**config.mk**
```make
export PLATFORM = sky130hd
export DESIGN_NAME = bpss_wr_arbiter_flat
export DESIGN_NICKNAME = d
export VERILOG_FILES = /design/src/rtl/lynxTypes.sv /design/src/rtl/bpss_wr_arbiter_if.sv /design/src/rtl/bpss_tag_fifo.sv /design/src/rtl/bpss_wr_arbiter.sv /design/src/flat_wrapper.sv
export SDC_FILE = /design/constraint.sdc
export NUM_CORES = 1
export LEC_CHECK = 0
export ABC_AREA = 1
export CAP_MARGIN = 20
export CORE_AREA = 2 2 142 144
export DETAILED_ROUTE_END_ITERATION = 6
export DIE_AREA = 0 0 144 146
export PLACE_DENSITY = 0.8
export SLEW_MARGIN = 5
export SYNTH_ARGS = -nofsm -noshare
export SYNTH_HDL_FRONTEND = slang
export SYNTH_SLANG_ARGS = --single-unit
```
**constraint.sdc**
```tcl
create_clock -name aclk -period 7.34 [get_ports aclk]
set_clock_uncertainty 0.1 [all_clocks]
set_input_delay 1.468 -clock aclk [delete_from_list [all_inputs] [get_ports aclk]]
set_output_delay 1.468 -clock aclk [all_outputs]
set_load 0.02 [all_outputs]
```
**src/rtl/lynxTypes.sv**
```systemverilog
// lynxTypes: shared user-wrapper types.
//   req_t     - descriptor carried on the bypass write-request channel
//   PID_BITS  - width of the completion PID
//   N_WR_REQ  - default number of write requesters sharing the bypass port
package lynxTypes;

    localparam int PID_BITS = 6;
    localparam int N_WR_REQ = 4;

    typedef struct packed {
        logic [47:0]         vaddr;
        logic [9:0]          len;
        logic [PID_BITS-1:0] pid;
    } req_t;

endpackage

```
**src/rtl/bpss_wr_arbiter_if.sv**
```systemverilog
// bpss_wr_arbiter_if: descriptor-bypass write channel.
//   bpss_wr_req_*  - write request (valid/ready/data), arbiter -> bypass
//   bpss_wr_done_* - completion (valid/ready/pid), bypass -> arbiter
// Modports: master = arbiter side, slave = bypass side.
interface bpss_wr_arbiter_if;
    import lynxTypes::*;

    logic                bpss_wr_req_valid;
    logic                bpss_wr_req_ready;
    req_t                bpss_wr_req_data;
    logic                bpss_wr_done_valid;
    logic                bpss_wr_done_ready;
    logic [PID_BITS-1:0] bpss_wr_done_data;

    modport master (
        output bpss_wr_req_valid, bpss_wr_req_data, bpss_wr_done_ready,
        input  bpss_wr_req_ready, bpss_wr_done_valid, bpss_wr_done_data
    );

    modport slave (
        input  bpss_wr_req_valid, bpss_wr_req_data, bpss_wr_done_ready,
        output bpss_wr_req_ready, bpss_wr_done_valid, bpss_wr_done_data
    );

endinterface

```
**src/rtl/bpss_tag_fifo.sv**
```systemverilog
// bpss_tag_fifo: synchronous FIFO holding the owner tag of each in-flight write.
//   aclk/aresetn   - clock, async active-low reset (empties the FIFO)
//   wr_en/wr_data  - push; accepted when not full, or when full with a pop
//   rd_en/rd_data  - pop; rd_data shows the head combinationally
//   full/empty     - occupancy flags
module bpss_tag_fifo #(
    parameter int W     = 2,
    parameter int DEPTH = 16
) (
    input  logic         aclk,
    input  logic         aresetn,
    input  logic         wr_en,
    input  logic [W-1:0] wr_data,
    input  logic         rd_en,
    output logic [W-1:0] rd_data,
    output logic         full,
    output logic         empty
);

    localparam int AW = $clog2(DEPTH);

    // Pointers carry one extra wrap bit to tell full from empty.
    logic [AW:0]  wr_ptr, rd_ptr;
    logic [W-1:0] mem [DEPTH];
    logic         do_wr, do_rd;

    assign empty   = (wr_ptr == rd_ptr);
    assign full    = (wr_ptr[AW] != rd_ptr[AW]) && (wr_ptr[AW-1:0] == rd_ptr[AW-1:0]);
    assign do_rd   = rd_en && !empty;
    assign do_wr   = wr_en && (!full || do_rd);
    assign rd_data = mem[rd_ptr[AW-1:0]];

    always_ff @(posedge aclk or negedge aresetn) begin
        if (!aresetn) begin
            wr_ptr <= '0;
            rd_ptr <= '0;
        end else begin
            if (do_wr) wr_ptr <= wr_ptr + 1'b1;
            if (do_rd) rd_ptr <= rd_ptr + 1'b1;
        end
    end

    always_ff @(posedge aclk) begin
        if (do_wr) mem[wr_ptr[AW-1:0]] <= wr_data;
    end

endmodule

```
**src/rtl/bpss_wr_arbiter.sv**
```systemverilog
// bpss_wr_arbiter: round-robin sharing of the bypass write-request channel.
//   aclk/aresetn          - clock, async active-low reset
//   ctrl_en               - gate for new grants; in-flight traffic drains
//   req_valid/ready/data  - per-requester descriptor handshake
//   bpss                  - bypass request + completion channel (master side)
//   done_valid/done_pid   - one-cycle completion pulse to the owning requester
//   outstanding           - per-requester in-flight count
//   busy                  - tag FIFO non-empty or a request waiting in SEND
module bpss_wr_arbiter
    import lynxTypes::*;
#(
    parameter int N_REQ     = N_WR_REQ,
    parameter int MAX_OUT   = 8,
    parameter int TAG_DEPTH = 16
) (
    input  logic                                   aclk,
    input  logic                                   aresetn,
    input  logic                                   ctrl_en,
    input  logic [N_REQ-1:0]                       req_valid,
    output logic [N_REQ-1:0]                       req_ready,
    input  req_t [N_REQ-1:0]                       req_data,
    bpss_wr_arbiter_if.master                      bpss,
    output logic [N_REQ-1:0]                       done_valid,
    output logic [PID_BITS-1:0]                    done_pid,
    output logic [N_REQ-1:0][$clog2(MAX_OUT):0]    outstanding,
    output logic                                   busy
);

    localparam int IW = $clog2(N_REQ);
    localparam int CW = $clog2(MAX_OUT) + 1;

    typedef enum logic {IDLE = 1'b0, SEND = 1'b1} state_t;

    state_t           state, state_nxt;
    logic [IW-1:0]    last_grant, winner, pop_tag;
    logic [IW:0]      pick;
    logic [N_REQ-1:0] elig, inc, dec;
    logic             grant, pop, fifo_full, fifo_empty;
    req_t             out_data;

    // First eligible requester after `last`, wrapping. Returns {found, index}.
    // Walking the distance downwards lets the nearest candidate overwrite.
    function automatic logic [IW:0] rr_pick(input logic [N_REQ-1:0] e,
                                            input logic [IW-1:0]    last);
        logic [IW:0] res;
        int          idx;
        res = '0;
        for (int k = N_REQ; k >= 1; k--) begin
            idx = (int'(last) + k) % N_REQ;
            if (e[idx]) res = {1'b1, idx[IW-1:0]};
        end
        return res;
    endfunction

    always_comb begin
        for (int i = 0; i < N_REQ; i++)
            elig[i] = req_valid[i] && (outstanding[i] < CW'(MAX_OUT)) && !fifo_full && ctrl_en;
    end

    assign pick   = rr_pick(elig, last_grant);
    assign winner = pick[IW-1:0];

    always_comb begin
        state_nxt = state;
        req_ready = '0;
        grant     = 1'b0;
        case (state)
            IDLE: if (pick[IW]) begin
                grant             = 1'b1;
                req_ready[winner] = 1'b1;
                state_nxt         = SEND;
            end
            SEND: if (bpss.bpss_wr_req_ready) state_nxt = IDLE;
            default: state_nxt = IDLE;
        endcase
    end

    always_ff @(posedge aclk or negedge aresetn) begin
        if (!aresetn) begin
            state      <= IDLE;
            last_grant <= IW'(N_REQ - 1);
            out_data   <= '0;
        end else begin
            state <= state_nxt;
            if (grant) begin
                last_grant <= winner;
                out_data   <= req_data[winner];
            end
        end
    end

    assign bpss.bpss_wr_req_valid  = (state == SEND);
    assign bpss.bpss_wr_req_data   = out_data;
    // Completions without an owner stall rather than drop.
    assign bpss.bpss_wr_done_ready = !fifo_empty;
    assign pop                     = bpss.bpss_wr_done_valid && !fifo_empty;
    assign busy                    = !fifo_empty || (state == SEND);

    bpss_tag_fifo #(.W(IW), .DEPTH(TAG_DEPTH)) u_tag_fifo (
        .aclk    (aclk),
        .aresetn (aresetn),
        .wr_en   (grant),
        .wr_data (winner),
        .rd_en   (pop),
        .rd_data (pop_tag),
        .full    (fifo_full),
        .empty   (fifo_empty)
    );

    assign inc = grant ? (N_REQ'(1) << winner)  : '0;
    assign dec = pop   ? (N_REQ'(1) << pop_tag) : '0;

    // Grant and completion on the same requester cancel out.
    always_ff @(posedge aclk or negedge aresetn) begin
        if (!aresetn) begin
            outstanding <= '0;
            done_valid  <= '0;
            done_pid    <= '0;
        end else begin
            for (int i = 0; i < N_REQ; i++) begin
                if (inc[i] && !dec[i])      outstanding[i] <= outstanding[i] + CW'(1);
                else if (dec[i] && !inc[i]) outstanding[i] <= outstanding[i] - CW'(1);
            end
            done_valid <= dec;
            if (pop) done_pid <= bpss.bpss_wr_done_data;
        end
    end

endmodule

```
**src/flat_wrapper.sv**
```systemverilog
// flat-port wrapper written by rule: the top's interface ports become plain ports
module bpss_wr_arbiter_flat import lynxTypes::*;
#(
    parameter int N_REQ     = N_WR_REQ,
    parameter int MAX_OUT   = 8,
    parameter int TAG_DEPTH = 16
)
  (aclk, aresetn, ctrl_en, req_valid, req_ready, req_data, done_valid, done_pid, outstanding, busy, bpss_bpss_wr_req_valid, bpss_bpss_wr_req_data, bpss_bpss_wr_done_ready, bpss_bpss_wr_req_ready, bpss_bpss_wr_done_valid, bpss_bpss_wr_done_data);
  bpss_wr_arbiter_if bpss_i ();
  input  logic aclk;
  input  logic aresetn;
  input  logic ctrl_en;
  input  logic [N_REQ-1:0] req_valid;
  output logic [N_REQ-1:0] req_ready;
  input  req_t [N_REQ-1:0] req_data;
  output logic [N_REQ-1:0] done_valid;
  output logic [PID_BITS-1:0] done_pid;
  output logic [N_REQ-1:0][$clog2(MAX_OUT):0] outstanding;
  output logic busy;
  output wire logic [$bits(bpss_i.bpss_wr_req_valid)-1:0] bpss_bpss_wr_req_valid;
  output wire logic [$bits(bpss_i.bpss_wr_req_data)-1:0] bpss_bpss_wr_req_data;
  output wire logic [$bits(bpss_i.bpss_wr_done_ready)-1:0] bpss_bpss_wr_done_ready;
  input wire logic [$bits(bpss_i.bpss_wr_req_ready)-1:0] bpss_bpss_wr_req_ready;
  input wire logic [$bits(bpss_i.bpss_wr_done_valid)-1:0] bpss_bpss_wr_done_valid;
  input wire logic [$bits(bpss_i.bpss_wr_done_data)-1:0] bpss_bpss_wr_done_data;
  assign bpss_bpss_wr_req_valid = bpss_i.bpss_wr_req_valid;
  assign bpss_bpss_wr_req_data = bpss_i.bpss_wr_req_data;
  assign bpss_bpss_wr_done_ready = bpss_i.bpss_wr_done_ready;
  assign bpss_i.bpss_wr_req_ready = bpss_bpss_wr_req_ready;
  assign bpss_i.bpss_wr_done_valid = bpss_bpss_wr_done_valid;
  assign bpss_i.bpss_wr_done_data = bpss_bpss_wr_done_data;
  bpss_wr_arbiter #(.N_REQ(N_REQ), .MAX_OUT(MAX_OUT), .TAG_DEPTH(TAG_DEPTH)) u_core (.aclk(aclk), .aresetn(aresetn), .ctrl_en(ctrl_en), .req_valid(req_valid), .req_ready(req_ready), .req_data(req_data), .bpss(bpss_i), .done_valid(done_valid), .done_pid(done_pid), .outstanding(outstanding), .busy(busy));
endmodule
```
[After elaboration in Yosys (flattened, before gate mapping)]
Memories as Yosys holds them, arrays and structs flattened.
Cells that the tools add are included.
Storage, ports and cells
  flip-flop bits (word level): 103
  latch bits: 0
  memories: 1
  RAM bits: 32
  bits in read-only memories: 0
  output and inout bits: 97
Memories
  u_core.u_tag_fifo.mem: depth 16, bits a word 2, rd ports 1, clocked after memory_dff 0, wr ports 1, RTL line bpss_tag_fifo.sv:24  | logic [W-1:0] mem [DEPTH];
Operators by class
  divide/modulo/power cells: 0
  shifts and indexed selects: 2
  reduce and logical (&&, ||, !) cells: 45
  bitwise logic cells: 5
  magnitude comparators: 10
  multiply operators: 0
  muxes and demuxes: 38
  add/subtract/negate cells: 14
  equal/unequal tests: 3
Operators with widths (count)
  64-bit binary-select mux with 2-bit select: 1
  64-bit 2-to-1 mux: 1
  4-bit 2-to-1 mux: 12
  1-bit logical AND: 25
  4-bit by 1-bit adder with 4-bit output (second input constant): 4
  3-bit by 4-bit less-than comparator with 1-bit output (second input constant): 4
  4-bit less-than comparator (second input constant): 4
  4-bit by 1-bit subtractor with 4-bit output (second input constant): 4
  1-bit 2-to-1 mux: 14
  3-bit 2-to-1 mux: 4
  5-bit by 1-bit adder with 5-bit output (second input constant): 2
  1-bit logical NOT: 10
  1-bit binary-select mux with 2-bit select: 4
  2-bit nonzero test: 4
  2-bit OR reduction: 4
  1-bit by 2-bit left shift with 4-bit output (first input constant): 2
  5-bit equality test: 1
  2-bit by 1-bit adder with 2-bit output (second input constant): 2
  2-bit adder (second input constant): 2
  1-bit bitwise AND (first input constant): 4
  4-bit equality test: 1
  2-bit by 3-bit less-than comparator with 1-bit output (second input constant): 1
  1-bit demux with 2-bit select: 1
  2-bit by 1-bit >= comparator with 1-bit output (second input constant): 1
  other kinds (4): 5

[Depth between registers and ports, before layout]
Gate-level depths: netlist of the first run.
  depth after elaboration: 19
  gate-level depth with buffers: 27
  depth with buffers taken out: 24

[Cells and area by module]
A second synthesis of the first run with hierarchy kept.
Second synthesis, totals
  cell total of the unflattened synthesis: 1333
  area, all modules: 9087.5 um^2
Modules (own cells, without submodules)
  bpss_wr_arbiter: cells each 1109, area each 7001.7 um^2, times used 1, seq. area each 2329.7 um^2
  bpss_tag_fifo: cells each 224, area each 2085.8 um^2, times used 1, seq. area each 1211.2 um^2

[Least setup slack after synthesis of the first run]
OpenSTA, ideal clock, no wires.
  path type: input to output
  start: input ctrl_en
  end: output req_ready[0]
  arrival: 3003 ps
  path slack: 2769 ps
  cell stages on the path: 12
  buffers on the path: 2
  data required time: 5772 ps
  cell sequence: inv_1 > nor2_1 > nand3_1 > nand2_1 > nand2_1 > nand2_1 > inv_2 > nand3_4 > nand2_2 > buf_6 > buf_2 > nor3_1
Between the ends
  word-level cells in the longest chain between the ends: 14
  elaborated cells between the ends (all ways): 27
RTL lines
  start, declared: RTL line flat_wrapper.sv:12  | input logic ctrl_en;
  1-bit logical AND: RTL line bpss_wr_arbiter.sv:57  | elig[i] = req_valid[i] && (outstanding[i] < CW'(MAX_OUT)) && !fifo_full && ctrl_en;
  1-bit binary-select mux with 2-bit select: RTL line bpss_wr_arbiter.sv:50  | if (e[idx]) res = {1'b1, idx[IW-1:0]};
  1-bit 2-to-1 mux (implied by the code) (2 in a row): RTL line bpss_wr_arbiter.sv:50
  3-bit 2-to-1 mux (3 in a row): RTL line bpss_wr_arbiter.sv:50
  3-bit 2-to-1 mux *: RTL line bpss_wr_arbiter.sv:50
  named net u_core.pick[0]: RTL line bpss_wr_arbiter.sv:36  | logic [IW:0] pick;
  2-bit by 3-bit less-than comparator with 1-bit output (implied by the code) / 2-bit by 1-bit >= comparator with 1-bit output (equally long branches): RTL line bpss_wr_arbiter.sv:70  | req_ready[winner] = 1'b1;
  1-bit logical AND (implied by the code): RTL line bpss_wr_arbiter.sv:70
  1-bit 2-to-1 mux (implied by the code): RTL line bpss_wr_arbiter.sv:70
  1-bit demux with 2-bit select *
  4-bit 2-to-1 mux *: RTL line bpss_wr_arbiter.sv:68  | IDLE: if (pick[IW]) begin
  4-bit 2-to-1 mux *: RTL line bpss_wr_arbiter.sv:67  | case (state)
  end, declared: RTL line flat_wrapper.sv:14  | output logic [N_REQ-1:0] req_ready;
Mark *: on every way through the listed nets, which the timed path passes. The rest lies on a longest branch. The select of a mux whose other input is x is not followed.

[Final worst setup path of the first run]
  start: input ctrl_en
  end: output req_ready[3]
Between the ends
  word-level cells in the longest chain between the ends: 14
  elaborated cells between the ends (all ways): 27
RTL lines (RTL line)
  1-bit logical AND: bpss_wr_arbiter.sv:57
  1-bit binary-select mux with 2-bit select: bpss_wr_arbiter.sv:50
  1-bit 2-to-1 mux (implied by the code) (2 in a row): bpss_wr_arbiter.sv:50
  3-bit 2-to-1 mux (3 in a row): bpss_wr_arbiter.sv:50
  3-bit 2-to-1 mux *: bpss_wr_arbiter.sv:50
  2-bit by 3-bit less-than comparator with 1-bit output (implied by the code) / 2-bit by 1-bit >= comparator with 1-bit output (equally long branches): bpss_wr_arbiter.sv:70
  1-bit logical AND (implied by the code): bpss_wr_arbiter.sv:70
  1-bit 2-to-1 mux (implied by the code): bpss_wr_arbiter.sv:70
  1-bit demux with 2-bit select
  4-bit 2-to-1 mux *: bpss_wr_arbiter.sv:68
  4-bit 2-to-1 mux *: bpss_wr_arbiter.sv:67
Mark *: on every way between the ends. The rest lies on a longest branch, timed or not. The select of a mux whose other input is x is not followed.

==> metrics.md, run 1 <==
| Metric | Value |
|---|---|
| Number of fill cells in the layout | 1,639 |
| Number of sinks driven by the clock tree | 135 |
| Average instance area after synthesis | 7.54 um^2 |
| Netlist cell types | 36 |
| Clock network latency to the later pin of the worst-skew pair | 430 ps |
| Startpoint class of the critical path | input pin |
| Fin Setup TNS | 0 ps |
| Floorplan die width | 144 um |
| FF-to-FF path depth | 25 |
| Post-CTS sizing | 0 |
| Clock Tree Root | sky130_fd_sc_hd__clkbuf_16 |
| Number of input and output port buffers inserted | 367 |
| Depth of the worst hold-timing path | 2 |
| Least setup slack across all paths after layout | 1290 ps |
| Class of the tightest hold or removal check | flip-flop to flip-flop |
| Layout Nets | 1,743 |
| DRC viols | 0 |
| Nature of the critical path endpoint | output port |
| Cts bufs inserted | 17 |
| Post-route minimum period | 6050 ps |
| Drt total wl | 29,400 um |
| Type of the setup path with the least slack | input pin to output port |
| Iteration-0 DRC count of the detailed router | 574 |
| Leading cell type in the layout, fill and taps excluded | sky130_fd_sc_hd__clkdlybuf4s50_1 |
| Boundary Pins | 368 |
| Vias in the first global route | 8,376 |
| Global placer's final weighted congestion | 0.985 |
| Total GRT Usage | 28.2% |
| Placement Setup Slack | 1350 ps |
| Sink of the worst hold path | u_core.bpss.bpss_wr_req_data[62] |
| Beginning of the worst hold path | u_core.bpss.bpss_wr_req_data[62] |
| Detailed-route via count | 8,688 |
| Proportion of netlist area held by the largest area contributor | 29.9% |
| Hold bufs inserted after CTS | 0 |
| Number of optimization iterations in the first detailed-route pass | 5 |
| Dpl hpwl | 21,900 um |
| Leading cell types in the layout, fill and taps excluded | 366 x sky130_fd_sc_hd__clkdlybuf4s50_1, 328 x sky130_fd_sc_hd__nand2_1, 182 x sky130_fd_sc_hd__inv_1 |
| Post CTS Setup Buffer Count | 0 |
| Max H-tree Level | 4 |
| Pin count of the biggest net entering global routing | 79 |
| Overall overflow remaining after global route | 0 |
| Result of the run | complete, no violations |
| Fraction of layout cells with a size suffix above 1 | 4.92% |
| Detail Route Antenna Nets | 0 |
| Gate Count Post-Synth | 1,123 |
| Height of the die | 146 um |
| Final setup violation count | 0 |
| Clock tree from TritonCTS | built |
| Pwr dens | 414 nW/um^2 |
| Die area | 21,000 um^2 |
| Tightest Pin Transition | 995 ps |
| Post-synthesis sequential area ratio | 41.8% |
| Initial standard-cell utilization of the core | 43.8% |
| Final hold violation count | 0 |
| Critical register-to-register path startpoint | u_core.u_tag_fifo.rd_ptr[0] |
| Clock-pin transition on the worst setup and hold timing paths | 60 ps |
| Max-cap viol count | 0 |
| Cell area after synthesis | 8470 um^2 |
| Mapped Nets | 1,415 |
| First-pass GRT wire length | 45,400 um |
| Crit-path max FO | 71 |
| FMAX | 0.165 GHz |
| Peak supply drop | 0.305 mV |
| Dominant cell type by area after synthesis | sky130_fd_sc_hd__dfrtp_1 |
| Floorplan Core Area | 19,300 um^2 |
| Max Root-Sink Buffers | 2 |
| Initial antenna violation count | 5 |
| Setup slack, reg-to-reg | 2100 ps |
| Standard-cell rows | 51 |
| FF-to-FF End | u_core.outstanding[3] |
| Final count of pins violating max slew | 0 |
| Leak pwr | 5.89 nW |
| Top post-synthesis cells by area | sky130_fd_sc_hd__dfrtp_1 30%, sky130_fd_sc_hd__nand2_1 15%, sky130_fd_sc_hd__edfxtp_1 11% |
| Ratio of final minimum period to clock period | 82.5% |
| Detail-routed net length per standard cell | 17.0 um |
| Worst endpoint data arrival time | 4480 ps |
| Required time of the worst setup path | 5770 ps |
| Slew headroom | 33.5% |
| Synth-to-layout area growth | 50.9% |
| Unrepaired setup endpoints after global routing | false |
| Vias per cell | 5.01 |
| Number of flip-flops and latches in the synthesized netlist | 135 |
| Total number of yosys warnings | 0 |
==> worst max path at each step <==
| stage | from | to | depth (start not counted) |
|---|---|---|---|
| floorplan | ctrl_en | req_ready[0] | 12 |
| global placement | ctrl_en | req_ready[2] | 13 |
| detailed placement | ctrl_en | req_ready[2] | 13 |
| CTS | ctrl_en | req_ready[3] | 14 |
| global route | ctrl_en | req_ready[1] | 14 |
| finish | ctrl_en | req_ready[3] | 14 |
==> critical path, cell delays in order <==
cell and delay, ps:
sky130_fd_sc_hd__clkdlybuf4s50_1 450, sky130_fd_sc_hd__inv_1 60, sky130_fd_sc_hd__nor2_1 160, sky130_fd_sc_hd__nand3_1 90, sky130_fd_sc_hd__nand2_1 100, sky130_fd_sc_hd__nand2_1 60
sky130_fd_sc_hd__nand2_1 110, sky130_fd_sc_hd__nand2_2 80, sky130_fd_sc_hd__nand3_4 50, sky130_fd_sc_hd__buf_4 470, sky130_fd_sc_hd__nand2_8 380, sky130_fd_sc_hd__nand2_1 320
sky130_fd_sc_hd__nor2_1 60, sky130_fd_sc_hd__clkdlybuf4s50_1 560
==> cell families after synthesis <==
| family | count (synthesis) | share of synthesized area (%) |
|---|---|---|
| simple gates | 559 | 28.6 |
| buf+inv | 255 | 12.6 |
| flops | 135 | 41.8 |
| compound gates | 121 | 9.86 |
| xor+xnor | 22 | 2.28 |
| fa+ha+maj | 21 | 3.46 |
| mux | 10 | 1.33 |
==> registers in the layout (all words and copies together), names as in the netlist <==
name	flops
u_core.bpss.bpss_wr_req_data	64
u_core.bpss.bpss_wr_req_valid	1
u_core.done_pid	6
u_core.done_valid	4
u_core.last_grant	2
u_core.outstanding	16
u_core.u_tag_fifo.mem	32
u_core.u_tag_fifo.rd_ptr	5
u_core.u_tag_fifo.wr_ptr	5
==> power breakdown <==
group | total [mW] | internal [mW] | switching (mW)
clock network | 0.818 | 0.446 | 0.372
logic | 3.13 | 1.23 | 1.90
registers | 1.34 | 1.11 | 0.227
total | 5.29 | 2.79 | 2.50
==> final cells by class <==
type	instances	area [um^2]	share of cell area, %
multi-input combinational	733	3890	30.5
timing repair buffer	374	3720	29.2
sequential	135	3540	27.7
inverter	190	716	5.60
clock buffer	17	425	3.33
tap	265	332	2.60
clock inverter	15	130	1.02
antenna	4	10.0	0.0784
==> layer usage <==
layer / wire length (um) / track usage, % / vias up
li1: - / - / 4252
met5: 0 / 0 / -
met4: 858 / 9.51 / 0
met2: 15000 / 48.3 / 337
met1: 11100 / 33.8 / 4047
met3: 2400 / 7.83 / 52
==> cells in the mapped netlist <==
cell type / count
sky130_fd_sc_hd__o22ai_1: 4
sky130_fd_sc_hd__o21ai_0: 24
sky130_fd_sc_hd__nor4_1: 1
sky130_fd_sc_hd__or2_2: 1
sky130_fd_sc_hd__nand2_2: 3
sky130_fd_sc_hd__fa_1: 4
sky130_fd_sc_hd__nand3_4: 3
sky130_fd_sc_hd__xor2_1: 13
sky130_fd_sc_hd__nor2_1: 61
sky130_fd_sc_hd__a21oi_1: 6
sky130_fd_sc_hd__mux2_2: 10
sky130_fd_sc_hd__edfxtp_1: 32
sky130_fd_sc_hd__nor2_2: 2
sky130_fd_sc_hd__nand3b_1: 27
sky130_fd_sc_hd__inv_1: 182
sky130_fd_sc_hd__ha_1: 17
sky130_fd_sc_hd__o221ai_1: 4
sky130_fd_sc_hd__dfrtp_1: 101
sky130_fd_sc_hd__a22o_1: 1
sky130_fd_sc_hd__a221oi_1: 1
sky130_fd_sc_hd__a21o_1: 4
sky130_fd_sc_hd__buf_1: 4
sky130_fd_sc_hd__a31oi_1: 1
sky130_fd_sc_hd__xnor2_1: 9
sky130_fd_sc_hd__buf_6: 7
sky130_fd_sc_hd__inv_2: 7
sky130_fd_sc_hd__inv_4: 1
sky130_fd_sc_hd__nor3_1: 4
sky130_fd_sc_hd__buf_2: 26
sky130_fd_sc_hd__dfstp_2: 2
sky130_fd_sc_hd__nand3_1: 127
sky130_fd_sc_hd__buf_4: 6
sky130_fd_sc_hd__nand2_1: 329
sky130_fd_sc_hd__clkbuf_1: 22
sky130_fd_sc_hd__nand4_1: 1
sky130_fd_sc_hd__o211ai_1: 76
==> through the flow <==
stage	utilization, %	std cells	hold WS (ps)	power (mW)	area (um^2)
finish	66.1	1733	385	5.29	12800
global route	66.1	1733	404	5.70	12800
CTS	66.0	1729	385	5.31	12800
detailed placement	63.1	1697	364	4.47	12200
global placement	63.1	1697	362	4.38	12200
floorplan	-	1123	360	3.37	8470
(Power assumes the default switching activity.)
==> run 2, diff against run 1 <==
Settings changed: CORE_AREA 2 2 142 144 to default, CORE_MARGIN from default to 2, CORE_UTILIZATION from default to 39, DIE_AREA 0 0 144 146 to default, PLACE_DENSITY 0.8 to 0.76.
Clock period 7.34 ns to 5.15 ns, I/O delays scaled along.
==> run 2 against run 1 <==
  * Die area increased by 8.9%
  * Hold slack worse by 8.3 ps
  * First-iteration DRC count fell by 4.5%
  * Critical path type unchanged
  * Highest routed layer unchanged
  * Clock power rose by 43%
==> metrics.md, run 2 (synthesis gave the netlist of run 1 again) <==
| Metric | Value |
|---|---|
| Result of the run | complete, no violations |
| Multi-input gate area | 3890 um^2 |
| Standard-cell rows | 53 |
| Synth-to-layout area growth | 51.5% |
| Least setup slack across all paths after layout | 590 ps |
| Layout Nets | 1,748 |
| Clock Tree Root | sky130_fd_sc_hd__clkbuf_16 |
| Floorplan Core Area | 21,200 um^2 |
| Startpoint class of the critical path | input pin |
| Crit-path max FO | 5 |
| Global placer's final weighted congestion | 0.923 |
| Max H-tree Level | 4 |
| Number of optimization iterations in the first detailed-route pass | 5 |
| Class of the tightest hold or removal check | flip-flop to flip-flop |
| Boundary Pins | 368 |
| Total GRT Usage | 26.1% |
| Final setup violation count | 0 |
| Leading cell type in the layout, fill and taps excluded | sky130_fd_sc_hd__clkdlybuf4s50_1 |
| Max Root-Sink Buffers | 2 |
| Number of input and output port buffers inserted | 367 |
| Required time of the worst setup path | 4020 ps |
| Unrepaired setup endpoints after global routing | false |
| Tightest Pin Transition | 1050 ps |
| Leak pwr | 5.90 nW |
| Dpl hpwl | 22,300 um |
| Total power consumption of the routed design | 7.60 mW |
| Detail Route Antenna Nets | 0 |
| Post-CTS sizing | 0 |
| Number of sinks driven by the clock tree | 135 |
| Placement Setup Slack | 507 ps |
| Height of the die | 151 um |
| Worst endpoint data arrival time | 3430 ps |
| Floorplan die width | 151 um |
| Initial standard-cell utilization of the core | 40.0% |
| Post-route minimum period | 4560 ps |
| Max-cap viol count | 0 |
| Overall overflow remaining after global route | 0 |
| Type of the setup path with the least slack | input pin to output port |
| Fin Setup TNS | 0 ps |
| Final hold violation count | 0 |
| Slew headroom | 30.0% |
| Final hold slack | 377 ps |
| Cts bufs inserted | 17 |
| Setup slack, reg-to-reg | 1030 ps |
| Clock tree from TritonCTS | built |
| FMAX | 0.219 GHz |
| Drt total wl | 30,200 um |
| Clock-pin transition on the worst setup and hold timing paths | 60 ps |
| Number of flip-flops in the largest register | 64 |
| Peak supply drop | 0.402 mV |
| Vias per cell | 4.99 |
| Hold bufs inserted after CTS | 0 |
| Post CTS Setup Buffer Count | 0 |
| First-pass GRT wire length | 45,800 um |
| Pin count of the biggest net entering global routing | 89 |
| Vias in the first global route | 8,621 |
| Die area | 22,900 um^2 |
| Ratio of final minimum period to clock period | 88.5% |
| Nature of the critical path endpoint | output port |
| Detailed-route via count | 8,715 |
| Initial antenna violation count | 4 |
| Clock network latency to the later pin of the worst-skew pair | 420 ps |
| Storage element area | 3540 um^2 |
| Leading cell types in the layout, fill and taps excluded | 366 x sky130_fd_sc_hd__clkdlybuf4s50_1, 328 x sky130_fd_sc_hd__nand2_1, 182 x sky130_fd_sc_hd__inv_1 |
| Fraction of layout cells with a size suffix above 1 | 5.11% |
| Number of fill cells in the layout | 1,923 |
| Final count of pins violating max slew | 0 |
| Iteration-0 DRC count of the detailed router | 548 |
| Detail-routed net length per standard cell | 17.3 um |
| Pwr dens | 593 nW/um^2 |
| DRC viols | 0 |
[run 2: critical path, stage by stage]
cell	delay, ps
sky130_fd_sc_hd__clkdlybuf4s50_1	450
sky130_fd_sc_hd__inv_1	70
sky130_fd_sc_hd__nor2_1	160
sky130_fd_sc_hd__nand3_1	90
sky130_fd_sc_hd__nand2_1	100
sky130_fd_sc_hd__nand2_1	90
sky130_fd_sc_hd__nand2_1	110
sky130_fd_sc_hd__inv_1	60
sky130_fd_sc_hd__nand2_1	100
sky130_fd_sc_hd__nand3_4	110
sky130_fd_sc_hd__nand2_8	100
sky130_fd_sc_hd__nand2_1	130
sky130_fd_sc_hd__nor2_1	200
sky130_fd_sc_hd__clkdlybuf4s50_1	640
[run 2: cell type report]
cell class / count / area share, %
Antenna cell: 4 / 0.0780
Clock buffer: 21 / 3.68
Clock inverter: 11 / 0.702
Inverter: 190 / 5.58
Multi-Input combinational cell: 733 / 30.4
Sequential cell: 135 / 27.6
Tap cell: 275 / 2.68
Timing Repair Buffer: 379 / 29.3
[run 2: per-layer routing]
| metal | wire, um | track usage (%) |
|---|---|---|
| met4 | 891 | 10.2 |
| met3 | 1970 | 6.69 |
| met2 | 15400 | 44.5 |
| met5 | 0 | 0 |
| met1 | 12000 | 31.6 |
[run 2: through the flow]
stage / util [%] / cells / instance area (um^2)
after detailed placement: 57.9 / 1712 / 12300
after global placement: 57.9 / 1712 / 12300
after floorplan: - / 1123 / 8470
final: 60.6 / 1748 / 12800
after CTS: 60.6 / 1744 / 12800
after global routing: 60.6 / 1748 / 12800
[run 2: worst paths after layout]
check                                            startpoint                               end  cells after the start
max                                                 ctrl_en                      req_ready[1]                     14
min in group asynchronous                           aresetn  u_core.bpss.bpss_wr_req_data[16]                      1
min reg2reg                u_core.bpss.bpss_wr_req_data[59]  u_core.bpss.bpss_wr_req_data[59]                      2
max in group asynchronous                           aresetn              u_core.last_grant[1]                      2
min                        u_core.bpss.bpss_wr_req_data[59]  u_core.bpss.bpss_wr_req_data[59]                      2
max reg2reg                     u_core.u_tag_fifo.rd_ptr[1]            u_core.outstanding[11]                     23
[run 2: power by group]
group / total [mW] / switching [mW] / leakage, nW / internal, mW
logic: 4.52 / 2.74 / 4.08 / 1.78
registers: 1.91 / 0.325 / 1.55 / 1.59
clock network: 1.17 / 0.505 / 0.266 / 0.665
total: 7.60 / 3.57 / 5.90 / 4.04
==> run 3, diff against run 2 <==
Settings changed: GPL_ROUTABILITY_DRIVEN from default to 0.
==> run 3 against run 2 <==
  * Die area unchanged
  * Clock power up 7%
  * Flip-flop and latch count unchanged
  * Critical path type unchanged
  * Critical endpoint unchanged
==> metrics.md, run 3 (synthesis gave the netlist of run 1 again) <==
| Metric | Value |
|---|---|
| Result of the run | complete, no violations |
| Overall overflow remaining after global route | 0 |
| Hold bufs inserted after CTS | 0 |
| Required time of the worst setup path | 4020 ps |
| Placed insts | 1,713 |
| Clock network latency to the later pin of the worst-skew pair | 420 ps |
| Placement Setup Slack | 602 ps |
| Total GRT Usage | 25.2% |
| Leading cell type in the layout, fill and taps excluded | sky130_fd_sc_hd__clkdlybuf4s50_1 |
| Max Root-Sink Buffers | 2 |
| Standard-cell rows | 53 |
| Pin count of the biggest net entering global routing | 95 |
| Unrepaired setup endpoints after global routing | false |
| Final count of pins violating max slew | 0 |
| Fraction of layout cells with a size suffix above 1 | 5.31% |
| DRC viols | 0 |
| Post-route insts no fill | 1,750 |
| Initial standard-cell utilization of the core | 40.0% |
| Crit-path max FO | 8 |
| Class of the tightest hold or removal check | flip-flop to flip-flop |
| Pwr dens | 595 nW/um^2 |
| Initial antenna violation count | 4 |
| Type of the setup path with the least slack | input pin to output port |
| Max-cap viol count | 0 |
| FMAX | 0.220 GHz |
| Dpl hpwl | 22,100 um |
| Worst endpoint data arrival time | 3420 ps |
| Post CTS Setup Buffer Count | 0 |
| Clock Tree Root | sky130_fd_sc_hd__clkbuf_16 |
| Final setup violation count | 0 |
| Detailed-route via count | 8,684 |
| Layout Nets | 1,749 |
| Clock-pin transition on the worst setup and hold timing paths | 60 ps |
| Boundary Pins | 368 |
| Nature of the critical path endpoint | output port |
| Fin Setup TNS | 0 ps |
| Floorplan Core Area | 21,200 um^2 |
| Detail-routed net length per standard cell | 16.9 um |
| Number of input and output port buffers inserted | 367 |
| Ratio of final minimum period to clock period | 88.4% |
| Height of the die | 151 um |
| Leak pwr | 5.94 nW |
| Synth-to-layout area growth | 52.1% |
| Tightest Pin Transition | 1070 ps |
| Number of sinks driven by the clock tree | 135 |
| Max H-tree Level | 4 |
| Post-CTS sizing | 0 |
| Floorplan die width | 151 um |
| Peak supply drop | 0.634 mV |
| Startpoint class of the critical path | input pin |
| Total power consumption of the routed design | 7.67 mW |
| Clock tree from TritonCTS | built |
| Vias per cell | 4.96 |
| Die area | 22,900 um^2 |
| Leading cell types in the layout, fill and taps excluded | 366 x sky130_fd_sc_hd__clkdlybuf4s50_1, 328 x sky130_fd_sc_hd__nand2_1, 182 x sky130_fd_sc_hd__inv_1 |
| Detail Route Antenna Nets | 0 |
| Final hold slack | 376 ps |
| Number of flip-flops in the largest register | 64 |
| Cts bufs inserted | 17 |
| Vias in the first global route | 8,287 |
| Number of optimization iterations in the first detailed-route pass | 5 |
| Iteration-0 DRC count of the detailed router | 653 |
| Post-route minimum period | 4550 ps |
| Drt total wl | 29,600 um |
| Final hold violation count | 0 |
| First-pass GRT wire length | 44,100 um |
| Slew headroom | 28.5% |
| Number of fill cells in the layout | 1,910 |
| Least setup slack across all paths after layout | 596 ps |
run 3: cell types whose count changed in the layout (fill, tap and decap cells not counted), sizes merged:
cell,change
clkinvlp,-3
clkbuf,-1
buf,+1
inv,+4
clkinv,-1
diode,+1
bufinv,+1
run 3: layout make-up:
class	instances	area, um^2	area share (%)
multi-input combinational	733	3890	30.2
timing repair buffer	380	3770	29.3
sequential	135	3540	27.5
inverter	190	716	5.56
clock buffer	20	478	3.71
tap	275	344	2.67
clock inverter	12	126	0.981
antenna	5	12.5	0.0971
run 3: power by group:
part | internal (mW) | total (mW) | switching [mW] | leakage [nW]
clock | 0.735 | 1.25 | 0.513 | 0.300
sequential | 1.59 | 1.90 | 0.312 | 1.55
combinational | 1.78 | 4.52 | 2.74 | 4.09
run 3: per-layer routing:
layer | vias to the layer above | track usage (%) | wire, um
met3 | 41 | 7.74 | 2290
met1 | 4066 | 30.1 | 11400
met5 | - | 0 | 0
met2 | 318 | 43.6 | 15300
met4 | 0 | 7.76 | 665
li1 | 4259 | - | -
run 3: worst max-delay path, stage by stage:
cell and delay, ps:
sky130_fd_sc_hd__clkdlybuf4s50_1 450, sky130_fd_sc_hd__inv_1 70, sky130_fd_sc_hd__nor2_1 150, sky130_fd_sc_hd__nand3_1 100, sky130_fd_sc_hd__nand2_1 90, sky130_fd_sc_hd__nand2_1 70
sky130_fd_sc_hd__nand2_1 110, sky130_fd_sc_hd__inv_1 50, sky130_fd_sc_hd__nand2_1 110, sky130_fd_sc_hd__nand3_4 110, sky130_fd_sc_hd__nand2_8 110, sky130_fd_sc_hd__nand2_1 120
sky130_fd_sc_hd__nor2_1 190, sky130_fd_sc_hd__clkdlybuf4s50_1 640
run 3: worst paths after layout:
kind / start / to / slack [ps] / cells after the start
setup / recovery: ctrl_en / req_ready[1] / 600 / 14
hold / removal: u_core.bpss.bpss_wr_req_data[8] / u_core.bpss.bpss_wr_req_data[8] / 380 / 2
setup reg to reg: u_core.u_tag_fifo.rd_ptr[1] / u_core.outstanding[3] / 1320 / 21
hold reg to reg: u_core.bpss.bpss_wr_req_data[8] / u_core.bpss.bpss_wr_req_data[8] / 380 / 2
max in group asynchronous: aresetn / u_core.u_tag_fifo.rd_ptr[0] / 3540 / 2
min in group asynchronous: aresetn / u_core.bpss.bpss_wr_req_data[57] / 430 / 1
run 3: per-stage QoR:
step | util, % | instance area (um^2)
after global routing | 60.9 | 12900
final | 60.9 | 12900
after floorplan | - | 8470
after global placement | 58.0 | 12300
after detailed placement | 58.0 | 12300
after CTS | 60.8 | 12900
